`src/rtl/risc_ctrl_pkg.sv`:
```
// Shared encodings for the multicycle RISC control sequencer.
// Contents:
//   - opcode constants (IR[31:26])
//   - state_t   : 4-bit sequencer state
//   - alu_op_t, alu_src_b_t, pc_src_t : datapath select encodings
//   - ctrl_t    : bundle of state-decoded control outputs
//   - opcode_legal() : true for the six implemented opcodes
package risc_ctrl_pkg;

  localparam logic [5:0] OP_R    = 6'h00;
  localparam logic [5:0] OP_LW   = 6'h23;
  localparam logic [5:0] OP_SW   = 6'h2B;
  localparam logic [5:0] OP_BEQ  = 6'h04;
  localparam logic [5:0] OP_ADDI = 6'h08;
  localparam logic [5:0] OP_J    = 6'h02;

  typedef enum logic [3:0] {
    S_RST      = 4'd0,
    S_FETCH    = 4'd1,
    S_DECODE   = 4'd2,
    S_MEM_ADDR = 4'd3,
    S_MEM_RD   = 4'd4,
    S_MEM_WB   = 4'd5,
    S_MEM_WR   = 4'd6,
    S_R_EXEC   = 4'd7,
    S_R_WB     = 4'd8,
    S_I_EXEC   = 4'd9,
    S_I_WB     = 4'd10,
    S_BRANCH   = 4'd11,
    S_JUMP     = 4'd12
  } state_t;

  typedef enum logic [1:0] {
    ALU_ADD   = 2'b00,
    ALU_SUB   = 2'b01,
    ALU_FUNCT = 2'b10
  } alu_op_t;

  typedef enum logic [1:0] {
    SRC_B_REG     = 2'b00,
    SRC_B_FOUR    = 2'b01,
    SRC_B_IMM     = 2'b10,
    SRC_B_IMM_SH2 = 2'b11
  } alu_src_b_t;

  typedef enum logic [1:0] {
    PC_SRC_ALU    = 2'b00,
    PC_SRC_ALUOUT = 2'b01,
    PC_SRC_JUMP   = 2'b10
  } pc_src_t;

  typedef struct packed {
    logic       ir_write;
    logic       mdr_write;
    logic       ab_write;
    logic       aluout_write;
    logic       pc_write;
    logic       reg_write;
    logic       mem_req;
    logic       mem_we;
    logic       iord;
    logic       alu_src_a;
    logic [1:0] alu_src_b;
    logic [1:0] alu_op;
    logic [1:0] pc_src;
    logic       reg_dst;
    logic       mem_to_reg;
  } ctrl_t;

  function automatic logic opcode_legal(input logic [5:0] op);
    return (op == OP_R) || (op == OP_LW) || (op == OP_SW) ||
           (op == OP_BEQ) || (op == OP_ADDI) || (op == OP_J);
  endfunction

endpackage

```
`src/rtl/ctrl_decode.sv`:
```
// Combinational output decode for the multicycle sequencer.
// Ports:
//   state     in  : current sequencer state
//   mem_ready in  : memory completes the outstanding request this cycle
//   zero      in  : ALU zero flag (branch resolution)
//   ctrl      out : control outputs; all zero unless the state asserts them
// Only ir_write, pc_write and mdr_write look at mem_ready/zero; everything
// else is a pure function of state.
module ctrl_decode
  import risc_ctrl_pkg::*;
(
  input  state_t state,
  input  logic   mem_ready,
  input  logic   zero,
  output ctrl_t  ctrl
);

  always_comb begin
    ctrl = '0;
    unique case (state)
      S_FETCH: begin
        // PC + 4 is computed while the instruction is read; both the IR
        // and the PC load on the cycle memory answers.
        ctrl.mem_req   = 1'b1;
        ctrl.alu_src_b = SRC_B_FOUR;
        ctrl.alu_op    = ALU_ADD;
        ctrl.pc_src    = PC_SRC_ALU;
        ctrl.ir_write  = mem_ready;
        ctrl.pc_write  = mem_ready;
      end
      S_DECODE: begin
        // Branch target precomputed into ALUOut while registers are read.
        ctrl.ab_write     = 1'b1;
        ctrl.aluout_write = 1'b1;
        ctrl.alu_src_b    = SRC_B_IMM_SH2;
        ctrl.alu_op       = ALU_ADD;
      end
      S_MEM_ADDR, S_I_EXEC: begin
        ctrl.alu_src_a    = 1'b1;
        ctrl.alu_src_b    = SRC_B_IMM;
        ctrl.alu_op       = ALU_ADD;
        ctrl.aluout_write = 1'b1;
      end
      S_MEM_RD: begin
        ctrl.mem_req   = 1'b1;
        ctrl.iord      = 1'b1;
        ctrl.mdr_write = mem_ready;
      end
      S_MEM_WB: begin
        ctrl.reg_write  = 1'b1;
        ctrl.mem_to_reg = 1'b1;
      end
      S_MEM_WR: begin
        ctrl.mem_req = 1'b1;
        ctrl.mem_we  = 1'b1;
        ctrl.iord    = 1'b1;
      end
      S_R_EXEC: begin
        ctrl.alu_src_a    = 1'b1;
        ctrl.alu_src_b    = SRC_B_REG;
        ctrl.alu_op       = ALU_FUNCT;
        ctrl.aluout_write = 1'b1;
      end
      S_R_WB: begin
        ctrl.reg_write = 1'b1;
        ctrl.reg_dst   = 1'b1;
      end
      S_I_WB: begin
        ctrl.reg_write = 1'b1;
      end
      S_BRANCH: begin
        ctrl.alu_src_a = 1'b1;
        ctrl.alu_src_b = SRC_B_REG;
        ctrl.alu_op    = ALU_SUB;
        ctrl.pc_src    = PC_SRC_ALUOUT;
        ctrl.pc_write  = zero;
      end
      S_JUMP: begin
        ctrl.pc_src   = PC_SRC_JUMP;
        ctrl.pc_write = 1'b1;
      end
      default: ;
    endcase
  end

endmodule

```
`src/rtl/multicycle_control.sv`:
```
// Moore sequencer for the 32-bit multicycle RISC datapath.
// Ports:
//   clk, reset (async, active-low)      : clock and reset
//   opcode[5:0], zero, mem_ready        : IR opcode, ALU zero, memory done
//   ir/mdr/ab/aluout_write, pc_write,
//   reg_write                           : register write enables
//   mem_req, mem_we, iord               : memory request, direction, address select
//   alu_src_a, alu_src_b, alu_op, pc_src,
//   reg_dst, mem_to_reg                 : datapath mux selects
//   state[3:0]                          : current state (debug)
//   illegal                             : one-cycle pulse in DECODE on an undefined opcode
//   retired[31:0]                       : retired-instruction count (wraps)
// Memory handshake: mem_req rises on entry to a memory state and, with iord
// and mem_we, stays constant until the cycle mem_ready is 1; that cycle
// completes the access and the sequencer leaves the state on the next edge.
// mem_ready has no effect while mem_req is 0.
module multicycle_control
  import risc_ctrl_pkg::*;
(
  input  logic        clk,
  input  logic        reset,
  input  logic [5:0]  opcode,
  input  logic        zero,
  input  logic        mem_ready,
  output logic        ir_write,
  output logic        mdr_write,
  output logic        ab_write,
  output logic        aluout_write,
  output logic        pc_write,
  output logic        reg_write,
  output logic        mem_req,
  output logic        mem_we,
  output logic        iord,
  output logic        alu_src_a,
  output logic [1:0]  alu_src_b,
  output logic [1:0]  alu_op,
  output logic [1:0]  pc_src,
  output logic        reg_dst,
  output logic        mem_to_reg,
  output logic [3:0]  state,
  output logic        illegal,
  output logic [31:0] retired
);

  state_t      state_q;
  state_t      state_d;
  ctrl_t       ctrl;
  logic        retire;
  logic [31:0] retired_q;

  // State register.
  always_ff @(posedge clk or negedge reset) begin
    if (!reset) state_q <= S_RST;
    else        state_q <= state_d;
  end

  // Next-state logic.
  always_comb begin
    state_d = state_q;
    unique case (state_q)
      S_RST:   state_d = S_FETCH;
      S_FETCH: if (mem_ready) state_d = S_DECODE;
      S_DECODE: begin
        unique case (opcode)
          OP_LW, OP_SW: state_d = S_MEM_ADDR;
          OP_R:         state_d = S_R_EXEC;
          OP_ADDI:      state_d = S_I_EXEC;
          OP_BEQ:       state_d = S_BRANCH;
          OP_J:         state_d = S_JUMP;
          default:      state_d = S_FETCH;
        endcase
      end
      S_MEM_ADDR: state_d = (opcode == OP_LW) ? S_MEM_RD : S_MEM_WR;
      S_MEM_RD:   if (mem_ready) state_d = S_MEM_WB;
      S_MEM_WR:   if (mem_ready) state_d = S_FETCH;
      S_R_EXEC:   state_d = S_R_WB;
      S_I_EXEC:   state_d = S_I_WB;
      S_MEM_WB, S_R_WB, S_I_WB, S_BRANCH, S_JUMP: state_d = S_FETCH;
      default:    state_d = S_RST;
    endcase
  end

  // Output decode.
  ctrl_decode u_decode (
    .state     (state_q),
    .mem_ready (mem_ready),
    .zero      (zero),
    .ctrl      (ctrl)
  );

  always_comb begin
    ir_write     = ctrl.ir_write;
    mdr_write    = ctrl.mdr_write;
    ab_write     = ctrl.ab_write;
    aluout_write = ctrl.aluout_write;
    pc_write     = ctrl.pc_write;
    reg_write    = ctrl.reg_write;
    mem_req      = ctrl.mem_req;
    mem_we       = ctrl.mem_we;
    iord         = ctrl.iord;
    alu_src_a    = ctrl.alu_src_a;
    alu_src_b    = ctrl.alu_src_b;
    alu_op       = ctrl.alu_op;
    pc_src       = ctrl.pc_src;
    reg_dst      = ctrl.reg_dst;
    mem_to_reg   = ctrl.mem_to_reg;
    state        = state_q;
    illegal      = (state_q == S_DECODE) && !opcode_legal(opcode);
    retired      = retired_q;
  end

  // An instruction retires on its final cycle: every return to FETCH except
  // the illegal-opcode abort from DECODE and the start-up path out of RST.
  assign retire = (state_d == S_FETCH) && (state_q != S_DECODE) &&
                  (state_q != S_FETCH) && (state_q != S_RST);

  always_ff @(posedge clk or negedge reset) begin
    if (!reset)      retired_q <= '0;
    else if (retire) retired_q <= retired_q + 32'd1;
  end

endmodule

```
`config.mk`:
```
export PLATFORM = sky130hd
export DESIGN_NAME = multicycle_control
export DESIGN_NICKNAME = d
export VERILOG_FILES = /design/src/rtl/risc_ctrl_pkg.sv /design/src/rtl/ctrl_decode.sv /design/src/rtl/multicycle_control.sv
export SDC_FILE = /design/constraint.sdc
export NUM_CORES = 1
export LEC_CHECK = 0
export ABC_CLOCK_PERIOD_IN_PS = 2300
export CAP_MARGIN = 20
export CORE_UTILIZATION = 45
export CTS_CLUSTER_DIAMETER = 100
export DETAILED_ROUTE_END_ITERATION = 8
export PLACE_DENSITY = 0.78
export SETUP_SLACK_MARGIN = 0.2
export SYNTH_ARGS = -nofsm -noshare
export SYNTH_HDL_FRONTEND = slang
export SYNTH_SLANG_ARGS = --single-unit
```
`constraint.sdc`:
```
create_clock -name clk -period 2.3 [get_ports clk]
set_input_delay 0.46 -clock clk [delete_from_list [all_inputs] [get_ports clk]]
set_output_delay 0.46 -clock clk [all_outputs]
set_load 0.01 [all_outputs]
```
# Yosys cells after proc, flatten, opt, wreduce, memory -nomap -nowiden
# Cells that the tools add are included.
# word_totals
regBits	36
inputBits	10
out_inout_bits	55
word_cells	64
# op_classes
n_addsub	1
n_eq_ne	20
muxes	20
n_reduce_logical	21
# op_table
cell	n
$pmux 4 s5	2
$add 32x1->32 const B	1
$pmux 4 s8	1
$eq 4x4->1 const B	5
$eq 4x3->1 const B	4
$eq 6x6->1 const B	2
$mux 4	3
$mux 1	11
$eq 4x1->1 const B	2
$eq 4x2->1 const B	2
$reduce_or 4->1	2
$eq 6x2->1 const B	1
$eq 6x3->1 const B	1
$eq 6x4->1 const B	1
$logic_not 6->1	1
$reduce_or 2->1	3
$reduce_or 3->1	2
$reduce_or 6->1	1
$logic_or 1x1->1	5
$logic_and 1x1->1	4
$logic_not 4->1	1
$ne 4x1->1 const B	1
$ne 4x2->1 const B	1
$pmux 2 s2	1
4 further kinds	4

# Longest topological paths before layout
# Gate-level depths: netlist of run 1.
# depth
word_depth	8
depth_mapped	9
depth_no_buf	6

# Hierarchy
# A second synthesis of run 1 with hierarchy kept.
# hier_totals
hier_cells	217
hier_area_um2	2117.0
# modules_own_cells
mod	instances	cells_each	area_each_um2	seq_area_each_um2
multicycle_control	1	182	1881.8	900.9
ctrl_decode	1	35	235.2	0.0

# Worst setup path before layout of run 1
# No wires, ideal clock.
# synth_path
path_type	reg-to-reg
from	reg state_q[3], in the netlist state[3]
to	reg retired_q[22], in the netlist retired[22]
setup_time_ps	125
arrival_ps	1627
required_ps	2175
setup_slack_ps	548
path_stages_with_launch	9
n_path_buf	3
period_less_slack_ps	1752
cell_sequence	dfrtp_1 -> buf_6 -> nand4b_1 -> a21oi_1 -> or2_1 -> buf_6 -> buf_8 -> nand3_1 -> xnor2_1
# synth_via
elab_chain_cells	7
elab_cells_between_ends	25
cone_classes	15 x eq/ne; 4 x mux; 6 x reduce/logical
# synth_rtl
item	line_no	rtl
start, declared	multicycle_control.sv:45	state_t state_q;
start signal, assigned	multicycle_control.sv:54	else state_q <= state_d;
$eq 4x4->1 (tied with other cells)	multicycle_control.sv:60	unique case (state_q)
$reduce_or 6->1 (no source line)	-	
$pmux 4 s8	multicycle_control.sv:60	
$eq 4x1->1	multicycle_control.sv:114	assign retire = (state_d == S_FETCH) && (state_q != S_DECODE) &&
$logic_and 1x1->1 (2 in a row)	multicycle_control.sv:114	
$logic_and 1x1->1 (*)	multicycle_control.sv:115	(state_q != S_FETCH) && (state_q != S_RST);
end signal, assigned	multicycle_control.sv:119	else if (retire) retired_q <= retired_q + 32'd1;
end, declared	multicycle_control.sv:49	logic [31:0] retired_q;
# Mark *: on every way between the ends. The rest lies on a longest branch, timed or not.
# A chain may end at the register's enable or synchronous reset.

# Worst setup path after layout of run 1
# layout_path
from	reg state_q[1], in the netlist state[1]
to	out alu_src_b[1]
# layout_via
elab_chain_cells	3
elab_cells_between_ends	8
cone_classes	6 x eq/ne; 1 x mux; 1 x reduce/logical
# layout_rtl
item	line_no	rtl
$eq 4x2->1 / $eq 4x4->1 (equally long branches)	ctrl_decode.sv:20	unique case (state)
$reduce_or 2->1	-	
$pmux 4 s5 (*)	ctrl_decode.sv:20	
end, declared	multicycle_control.sv:35	output logic [1:0] alu_src_b,
# Marked as above.

==> results of run 1 <==
[flip-flops by register name, indices dropped and copies added, names as in the netlist]
signal and count:
retired 32, state 4
[layout make-up]
type	instances	area, um^2
Tap cell	52	65.06
Multi-Input combinational cell	164	1152
Clock buffer	6	72.57
Fill cell	354	1384
Sequential cell	36	904.6
Clock inverter	1	5.005
Inverter	7	26.28
Timing Repair Buffer	85	804.5
[cells in the final DEF, fill, tap and decap left out, types with 3 or more instances in the layout]
cell             synthesis  layout
o22ai_1                  3       3
clkdlybuf4s50_1          0      41
and4_1                   3       3
nand3_2                  2       3
nand4_1                 10      10
and3_1                   6       6
dfrtp_2                  0       3
xor2_1                  10      10
inv_1                    7       7
nand3_1                 10       9
nor3_2                   3       3
clkbuf_8                 0       5
dfrtp_1                 36      33
nand2b_1                 7       5
nor3_1                   8       8
a21oi_1                  8       7
nor2_1                  24      23
dlymetal6s2s_1           0       9
xnor2_1                 22      22
dlygate4sd2_1            0      12
nor4_1                   4       4
nand2_1                 17      17
buf_4                    0      19
[critical path: stages (launching register included)]
cell,delay [ns]
dfrtp_2,0.42
inv_1,0.10
nor2_4,0.14
a21oi_2,0.05
nor2_1,0.08
clkdlybuf4s50_1,0.53
[stage by stage]
stage | TNS, ns | util [%]
global placement | -0.2599 | 64.97
CTS | 0 | 67.32
global route | 0 | 68.65
floorplan | 0 | -
detailed placement | -0.3243 | 64.97
finish | 0 | 68.65
[layer usage]
layer  wire length (um)  share of wire (%)  vias up
met5                  0                  0        -
met1               2210                 42      974
met4                128                2.5        0
met2               2589                 50       75
met3                273                5.2       11
li1                   -                  -      933
[logic make-up after synthesis]
family,after synthesis
and+or+nand+nor,103
muxes,2
buffers and inverters,15
xor gates and xnor gates,32
AOI/OAI and AO/OA,26
DFF,36
adders and majority gates,1
[power groups by stage]
stage               Clock (uW)  Sequential (uW)  Combinational, uW
global route               457              838               1310
floorplan                    0              827                621
CTS                        431              816               1170
detailed placement           0              830               1180
finish                     423              823               1210
global placement             0              829               1160
[path summary, 6_finish.rpt]
path / from / slack (ns) / to
setup reg to reg: state[3]$_DFF_PN0_ / 0.43 / retired[25]$_DFFE_PN0P_
max in group asynchronous: reset / 1.37 / state[1]$_DFF_PN0_
hold reg to reg: retired[31]$_DFFE_PN0P_ / 0.47 / retired[31]$_DFFE_PN0P_
setup / recovery: state[1]$_DFF_PN0_ / 0.23 / alu_src_b[1]
hold / removal: retired[31]$_DFFE_PN0P_ / 0.47 / retired[31]$_DFFE_PN0P_
min in group asynchronous: reset / 0.58 / retired[2]$_DFFE_PN0P_
[timing repair]
action                                  CTS  global route
setup buffers                             3             1
pin swaps                                 0             2
hold buffers                              0             0
resized for setup                        24            21
endpoints found under the setup margin   19             8
==> flow_summary.yaml, run 1 <==
placed_design:
  place_inst: 340
  pre_cts_ws_ns: -0.2631
  dpl_cell_area_um2: 2868
  gp_congestion: 0.8771
  portBuffers: 64
  place_hpwl_mm: 3.756
logic_synthesis:
  synth_mux_area_share_pct: 1.019
  synth_commonest_cells: "36 x dfrtp_1, 24 x nor2_1, 22 x xnor2_1, 17 x nand2_1"
  syn_area_um2: 2087
  synth_compound_area_share_pct: 9.892
  netlist.area_leader.share_pct: 43.17
  synth_area_per_cell_um2: 9.707
  synth_top_family_by_area: "simple AND/OR/NAND/NOR gates"
  ys_seq_elements: 36
  synth_largest_area_cell: "dfrtp_1"
  yosysWarnings: 0
  synth_nets: 226
  synth_flop_cell: "dfrtp_1"
  synth_simple_gate_area_share_pct: 27.52
  synth-edff-count: 0
  async_flop_share_pct: 100.0
  synthAdderAreaFrac_pct: 0.5995
  ys_types: 44
  synth_most_common_cell: "dfrtp_1"
  seq_area_frac_synth_pct: 43.17
  synth_xor_xnor_area_share_pct: 13.43
  syn_inst: 215
  netlist_top_cells_area: "dfrtp_1 43%, xnor2_1 9.2%, nor2_1 4.3%"
critical_path:
  reg2regPathDepth: 7
  startpoint_type: "flop"
  cp_max_fo: 5
  arrival_ns: 1.61
  required_ns: 1.84
  path_class: "flop to output port"
  crit_path_end_kind: "output port"
drt:
  dr_total_vias: 1993
  vias_per_cell: 5.678
  drt_iter0_markers: 94
  drc: 0
  dr.pass1.iters: 4
  wirelength_mm: 5.201
  wl_per_cell_um: 14.82
  postRouteAntennaNets: 0
sta:
  fin_ws_ns: 0.2295
  rsz0062_at_grt: "true"
  tightest_slew_ns: 0.4506
  timing.final.max_slew_violations: 0
  max_freq_mhz: 483.0
  finClkSkew_ns: 0.002808
  hold_violations: 0
  min_period_over_period_pct: 90.02
  holdWs_ns: 0.4659
  relSlewSlack_pct: 69.96
  finalSetupViolations: 0
  min_period_ns: 2.070
clocking:
  worstSkewPairLatency_ns: 0.29
  path_clk_slew_ns: 0.07
  clock-sinks: 36
  htreeDepth: 2
  cts_buffers: 5
  cts_tree: "done"
  clockRootBuffer: "clkbuf_8"
  clk_path_buf_depth: 2
die:
  die_w_um: 70.10
  core-area_um2: 4414
  die_area_um2: 4914
  initial_core_util_pct: 47.28
  die_h_um: 70.10
  ioPinCount: 65
  rows: 24
global_route:
  grt_max_degree: 37
  grt_pass1_wl_mm: 8.556
  gr-usage-met1_pct: 27.23
  overflow: 0
  met3_usage_pct: 5.195
  grt_use_total_pct: 22.05
  busiest_layer: "met2"
  grt_pass1_vias: 1870
  antenna_found_initial: 0
  use_met2_pct: 35.79
status:
  status: "finished clean"
layout:
  drive_above_1_share_pct: 17.06
  synthToLayoutAreaGrowth_pct: 45.20
  n_antenna_cell: 0
  instances_no_fill: 351
  nNetsFinal: 310
  design_area_um2: 3030
power:
  p_leak_uw: 0.001419
  pwr-share-clk_pct: 17.2
  p_total_uw: 2456
  pwr-share-comb_pct: 49.3
  p_sw_uw: 936.9
  sw_frac_of_total_pct: 38.14
  power.share.sequential_pct: 33.5
  p_int_uw: 1520
  peakVddDrop_mv: 0.5025
  p_per_area_nw_per_um2: 810.6
min_path:
  hold_path.class: "flop to flop"
  hold_depth: 1
job:
  cap_violations: 0
No activity file was read; power rests on OpenSTA's default activity.
==> inputs of run 2 (changes only) <==
Settings changed: CORE_ASPECT_RATIO set to 1.1, CORE_MARGIN set to 2.
==> flow_summary.yaml, run 2 (synthesis results as in run 1) <==
status:
  status: "finished clean"
min_path:
  hold_depth: 1
  hold_start: "retired[31]$_DFFE_PN0P_"
  hold_end: "retired[31]$_DFFE_PN0P_"
  hold_path.class: "flop to flop"
sta:
  finClkSkew_ns: 0.009638
  rsz0062_at_grt: "false"
  min_period_ns: 2.044
  timing.final.max_slew_violations: 0
  max_freq_mhz: 489.3
  min_period_over_period_pct: 88.86
  hold_violations: 0
  holdWs_ns: 0.4690
  relSlewSlack_pct: 69.35
  tightest_slew_ns: 0.4598
  finalSetupViolations: 0
power:
  pwr-share-clk_pct: 17.8
  p_per_area_nw_per_um2: 827.3
  p_leak_uw: 0.001422
  pwr-share-comb_pct: 50.0
  p_sw_uw: 970.8
  power.share.sequential_pct: 32.3
  peakVddDrop_mv: 0.5215
  sw_frac_of_total_pct: 38.14
  p_int_uw: 1575
clocking:
  htreeDepth: 2
  clk_path_buf_depth: 2
  cts_tree: "done"
  path_clk_slew_ns: 0.07
  postCtsHoldBufs: 0
  clock-sinks: 36
  cts_buffers: 5
  worstSkewPairLatency_ns: 0.29
  clockRootBuffer: "clkbuf_8"
die:
  core-area_um2: 4379
  initial_core_util_pct: 47.66
  die_h_um: 75.43
  ioPinCount: 65
  die_area_um2: 5199
  rows: 25
  die_w_um: 68.93
layout:
  n_antenna_cell: 0
  largest_reg_flops: 32
  fillerInstances: 339
  layout_commonest_cell: "clkdlybuf4s50_1"
  drive_above_1_share_pct: 19.08
  synthToLayoutAreaGrowth_pct: 47.42
  mostFrequentLayoutCells: "41 x clkdlybuf4s50_1, 32 x dfrtp_1, 23 x buf_4"
  nNetsFinal: 314
  design_area_um2: 3077
critical_path:
  reg2regPathDepth: 8
  rrSetupSlack_ns: 0.37
  cp_max_fo: 7
  crit_family: "buffers and inverters"
  arrival_ns: 1.58
  crit_buf_inv: 2
  rr_startpoint: "state[3]$_DFF_PN0_"
  required_ns: 1.84
  path_class: "flop to output port"
  slowest_stage: "dfrtp_2"
  crit_path_end_kind: "output port"
  startpoint_type: "flop"
  cpPeakStageDelay_ns: 0.45
  r2r-end: "retired[25]$_DFFE_PN0P_"
  cp_cell_sequence: "buf_4 > nand2b_1 > nor2_1 > dlygate4sd2_1"
drt:
  wl_per_cell_um: 14.64
  vias_per_cell: 5.453
  drt_iter0_markers: 103
  drc: 0
  postRouteAntennaNets: 0
  wirelength_mm: 5.240
  dr.pass1.iters: 4
  dr_total_vias: 1952
job:
  cap_violations: 0
global_route:
  grt_pass1_wl_mm: 8.742
  grt_pass1_vias: 1872
  antenna_found_initial: 0
  grt_max_degree: 37
  overflow: 0
  grt_use_total_pct: 22.38
placed_design:
  portBuffers: 64
  gp_congestion: 0.8749
  dpl_cell_area_um2: 2870
  place_hpwl_mm: 3.771
## run 2: changes by cell type in the layout (fill, tap and decap cells not counted), sizes merged
cell           change
clkbuf             +1
buf                +4
clkdlybuf4s15      +1
dlygate4sd2        +1
dlymetal6s2s       -2
## run 2: what timing repair did
item | 4_1_cts | 5_1_grt
setup buffers | 7 | 1
resized for setup | 37 | 13
setup endpoints to repair | 19 | 7
pin swaps | 1 | 2
cloned | 0 | 0
## run 2: cell type report
type,instances,area [um^2],area share [%]
inverter,7,26.28,0.8540
clock inverter,1,8.758,0.2847
clock buffer,7,76.32,2.481
tap,54,67.56,2.196
sequential,36,905.9,29.44
multi-input combinational,164,1162,37.78
timing repair buffer,89,829.5,26.96
## run 2: power by group through the flow
stage	Combinational [uW]	Clock [uW]	Sequential, uW
floorplan	621	0	827
global placement	1150	0	834
detailed placement	1170	0	835
CTS	1260	458	827
global route	1380	479	832
finish	1270	453	821
## run 2: layer usage
metal	GRT usage (%)	up-vias	wire (um)
met5	0	-	0
met4	8.497	0	85
met3	4.284	10	231
met2	36.75	52	2594
met1	29.36	949	2328
li1	-	941	-
## run 2: worst register-to-register path: cells and delay by family (launching register included)
kind / cells / cell delay, ns
XOR/XNOR: 1 / 0.16
AO/OA/AOI/OAI: 2 / 0.40
buffers and inverters: 3 / 0.45
flip-flops: 1 / 0.45
AND/OR/NAND/NOR: 2 / 0.41
## run 2: stage by stage
stage | total power, uW | setup TNS, ns | cells | worst slack (ns) | util, %
global route | 2688 | 0 | 358 | 0.2082 | 70.26
global placement | 1988 | -0.2621 | 342 | -0.2037 | 65.54
finish | 2545 | 0 | 358 | 0.2563 | 70.26
floorplan | 1447 | 0 | 215 | 0.5480 | -
detailed placement | 2005 | -0.3849 | 342 | -0.2887 | 65.54
CTS | 2542 | 0 | 357 | 0.04248 | 69.60
## run 2: worst max path at each step
stage / start / to / cells past startpoint
final: state[0]$_DFF_PN0_ / iord / 4
after global routing: mem_ready / retired[25]$_DFFE_PN0P_ / 8
after CTS: opcode[1] / illegal / 7
after detailed placement: opcode[2] / illegal / 6
after global placement: opcode[5] / illegal / 7
after floorplan: state[3]$_DFF_PN0_ / retired[22]$_DFFE_PN0P_ / 8
==> inputs of run 3 (changes only) <==
Settings changed: ABC_CLOCK_PERIOD_IN_PS 2300 to 2000, CTS_CLUSTER_DIAMETER 100 to not set, SETUP_SLACK_MARGIN 0.2 to 0.15.
Clock period 2.3 ns to 2 ns, I/O delays scaled along.
==> flow_summary.yaml, run 3 (synthesis results as in run 1) <==
global_route:
  grt_use_total_pct: 24.04
  grt_pass1_wl_mm: 9.377
  grt_max_degree: 37
  grt_pass1_vias: 1974
  overflow: 0
  antenna_found_initial: 0
clocking:
  clk_path_buf_depth: 2
  clockRootBuffer: "clkbuf_8"
  path_clk_slew_ns: 0.08
  cts_tree: "done"
  cts_buffers: 5
  worstSkewPairLatency_ns: 0.30
  clock-sinks: 36
  postCtsHoldBufs: 0
  htreeDepth: 2
layout:
  mostFrequentLayoutCells: "35 x clkdlybuf4s50_1, 35 x buf_4, 33 x dfrtp_1"
  drive_above_1_share_pct: 40.06
  design_area_um2: 3492
  synthToLayoutAreaGrowth_pct: 67.33
  n_antenna_cell: 0
  largest_reg_flops: 32
  nNetsFinal: 342
power:
  p_per_area_nw_per_um2: 1038
  peakVddDrop_mv: 0.6969
  p_total_uw: 3624
  p_leak_uw: 0.001617
drt:
  wl_met1_mm: 2.738
  drc: 0
  dr.pass1.iters: 4
  vias_per_cell: 5.744
  dr_wl_met3_um: 395
  postRouteAntennaNets: 0
  dr_wl_met2_mm: 3.685
  wl_per_cell_um: 18.12
  highest_layer: "met4"
  drt_iter0_markers: 160
  dr_total_vias: 2217
  wirelength_mm: 6.993
die:
  ioPinCount: 65
  core-area_um2: 4379
  die_h_um: 75.43
  rows: 25
  initial_core_util_pct: 47.66
  die_w_um: 68.93
  die_area_um2: 5199
placed_design:
  pre_cts_ws_ns: -0.5302
  gp_congestion: 0.8995
  portBuffers: 64
  place_hpwl_mm: 4.100
  dpl_cell_area_um2: 2968
status:
  status: "finished clean"
sta:
  final.setup.tns_ns: 0
  hold_violations: 0
  rsz0062_at_grt: "true"
  relSlewSlack_pct: 69.87
  timing.final.max_slew_violations: 0
  fin_ws_ns: 0.02933
  min_period_ns: 1.971
  max_freq_mhz: 507.4
  tightest_slew_ns: 0.4520
  min_period_over_period_pct: 98.53
  finClkSkew_ns: 0.008593
  finalSetupViolations: 0
critical_path:
  cp_cell_sequence: "buf_4 > nand2b_4 > buf_6 > nor4_2 > buf_2"
  required_ns: 1.60
  crit_path_end_kind: "output port"
  cp_max_fo: 8
  crit_buf_inv: 3
  cpPeakStageDelay_ns: 0.44
  crit_family: "flip-flops"
  path_class: "flop to output port"
  slowest_stage: "dfrtp_2"
  rr_startpoint: "state[3]$_DFF_PN0_"
  crit_start: "state[3]$_DFF_PN0_"
  arrival_ns: 1.57
  startpoint_type: "flop"
min_path:
  hold_path.class: "flop to flop"
  hold_start: "retired[31]$_DFFE_PN0P_"
job:
  cap_violations: 0
run 3: cell count changes in the layout (fill, tap and decap cells not counted), moves of 6 or more:
cell	delta
buf_6	+16
nor2_2	+6
buf_4	+12
dlygate4sd2_1	-9
buf_2	+7
clkbuf_2	+9
clkdlybuf4s50_1	-6
run 3: where the power goes:
part | internal [uW] | switching (uW)
Clock | 282 | 293
Combinational | 1140 | 967
Sequential | 816 | 129
run 3: stage by stage:
step           utilization, %  hold WS, ns  instances
6_report                79.74       0.4653        386
2_1_floorplan               -       0.1044        215
4_1_cts                 73.43       0.4719        369
3_3_place_gp            67.77       0.4632        355
5_1_grt                 79.74       0.4843        386
3_5_place_dp            67.77       0.4601        355
run 3: routing by layer:
layer	up-vias	GRT usage (%)
li1	996	-
met4	0	8.497
met1	1091	31.46
met3	23	3.988
met2	107	40.28
met5	-	0
run 3: final timing paths:
| kind | end | slack, ns | cells after the start |
|---|---|---|---|
| min in group asynchronous | retired[30]$_DFFE_PN0P_ | 0.52 | 2 |
| max in group asynchronous | state[1]$_DFF_PN0_ | 1.14 | 2 |
| max reg2reg | retired[29]$_DFFE_PN0P_ | 0.03 | 9 |
| max | mdr_write | 0.03 | 5 |
| min reg2reg | retired[31]$_DFFE_PN0P_ | 0.47 | 1 |
| min | retired[31]$_DFFE_PN0P_ | 0.47 | 1 |
run 3: layout make-up:
type / count / area (um^2)
inverter: 7 / 28.78
clock buffer: 6 / 82.58
tap: 54 / 67.56
fill: 287 / 887.1
multi-input combinational: 164 / 1341
sequential: 36 / 904.6
timing repair buffer: 117 / 1054
clock inverter: 2 / 13.76
run 3: repair_timing:
item / 4_1_cts / 5_1_grt
setup endpoints to repair: 38 / 35
setup buffers: 5 / 17
pin swaps: 8 / 22
gates resized for setup: 92 / 70
cloned: 1 / 0
endpoints found under the hold margin: 0 / 0
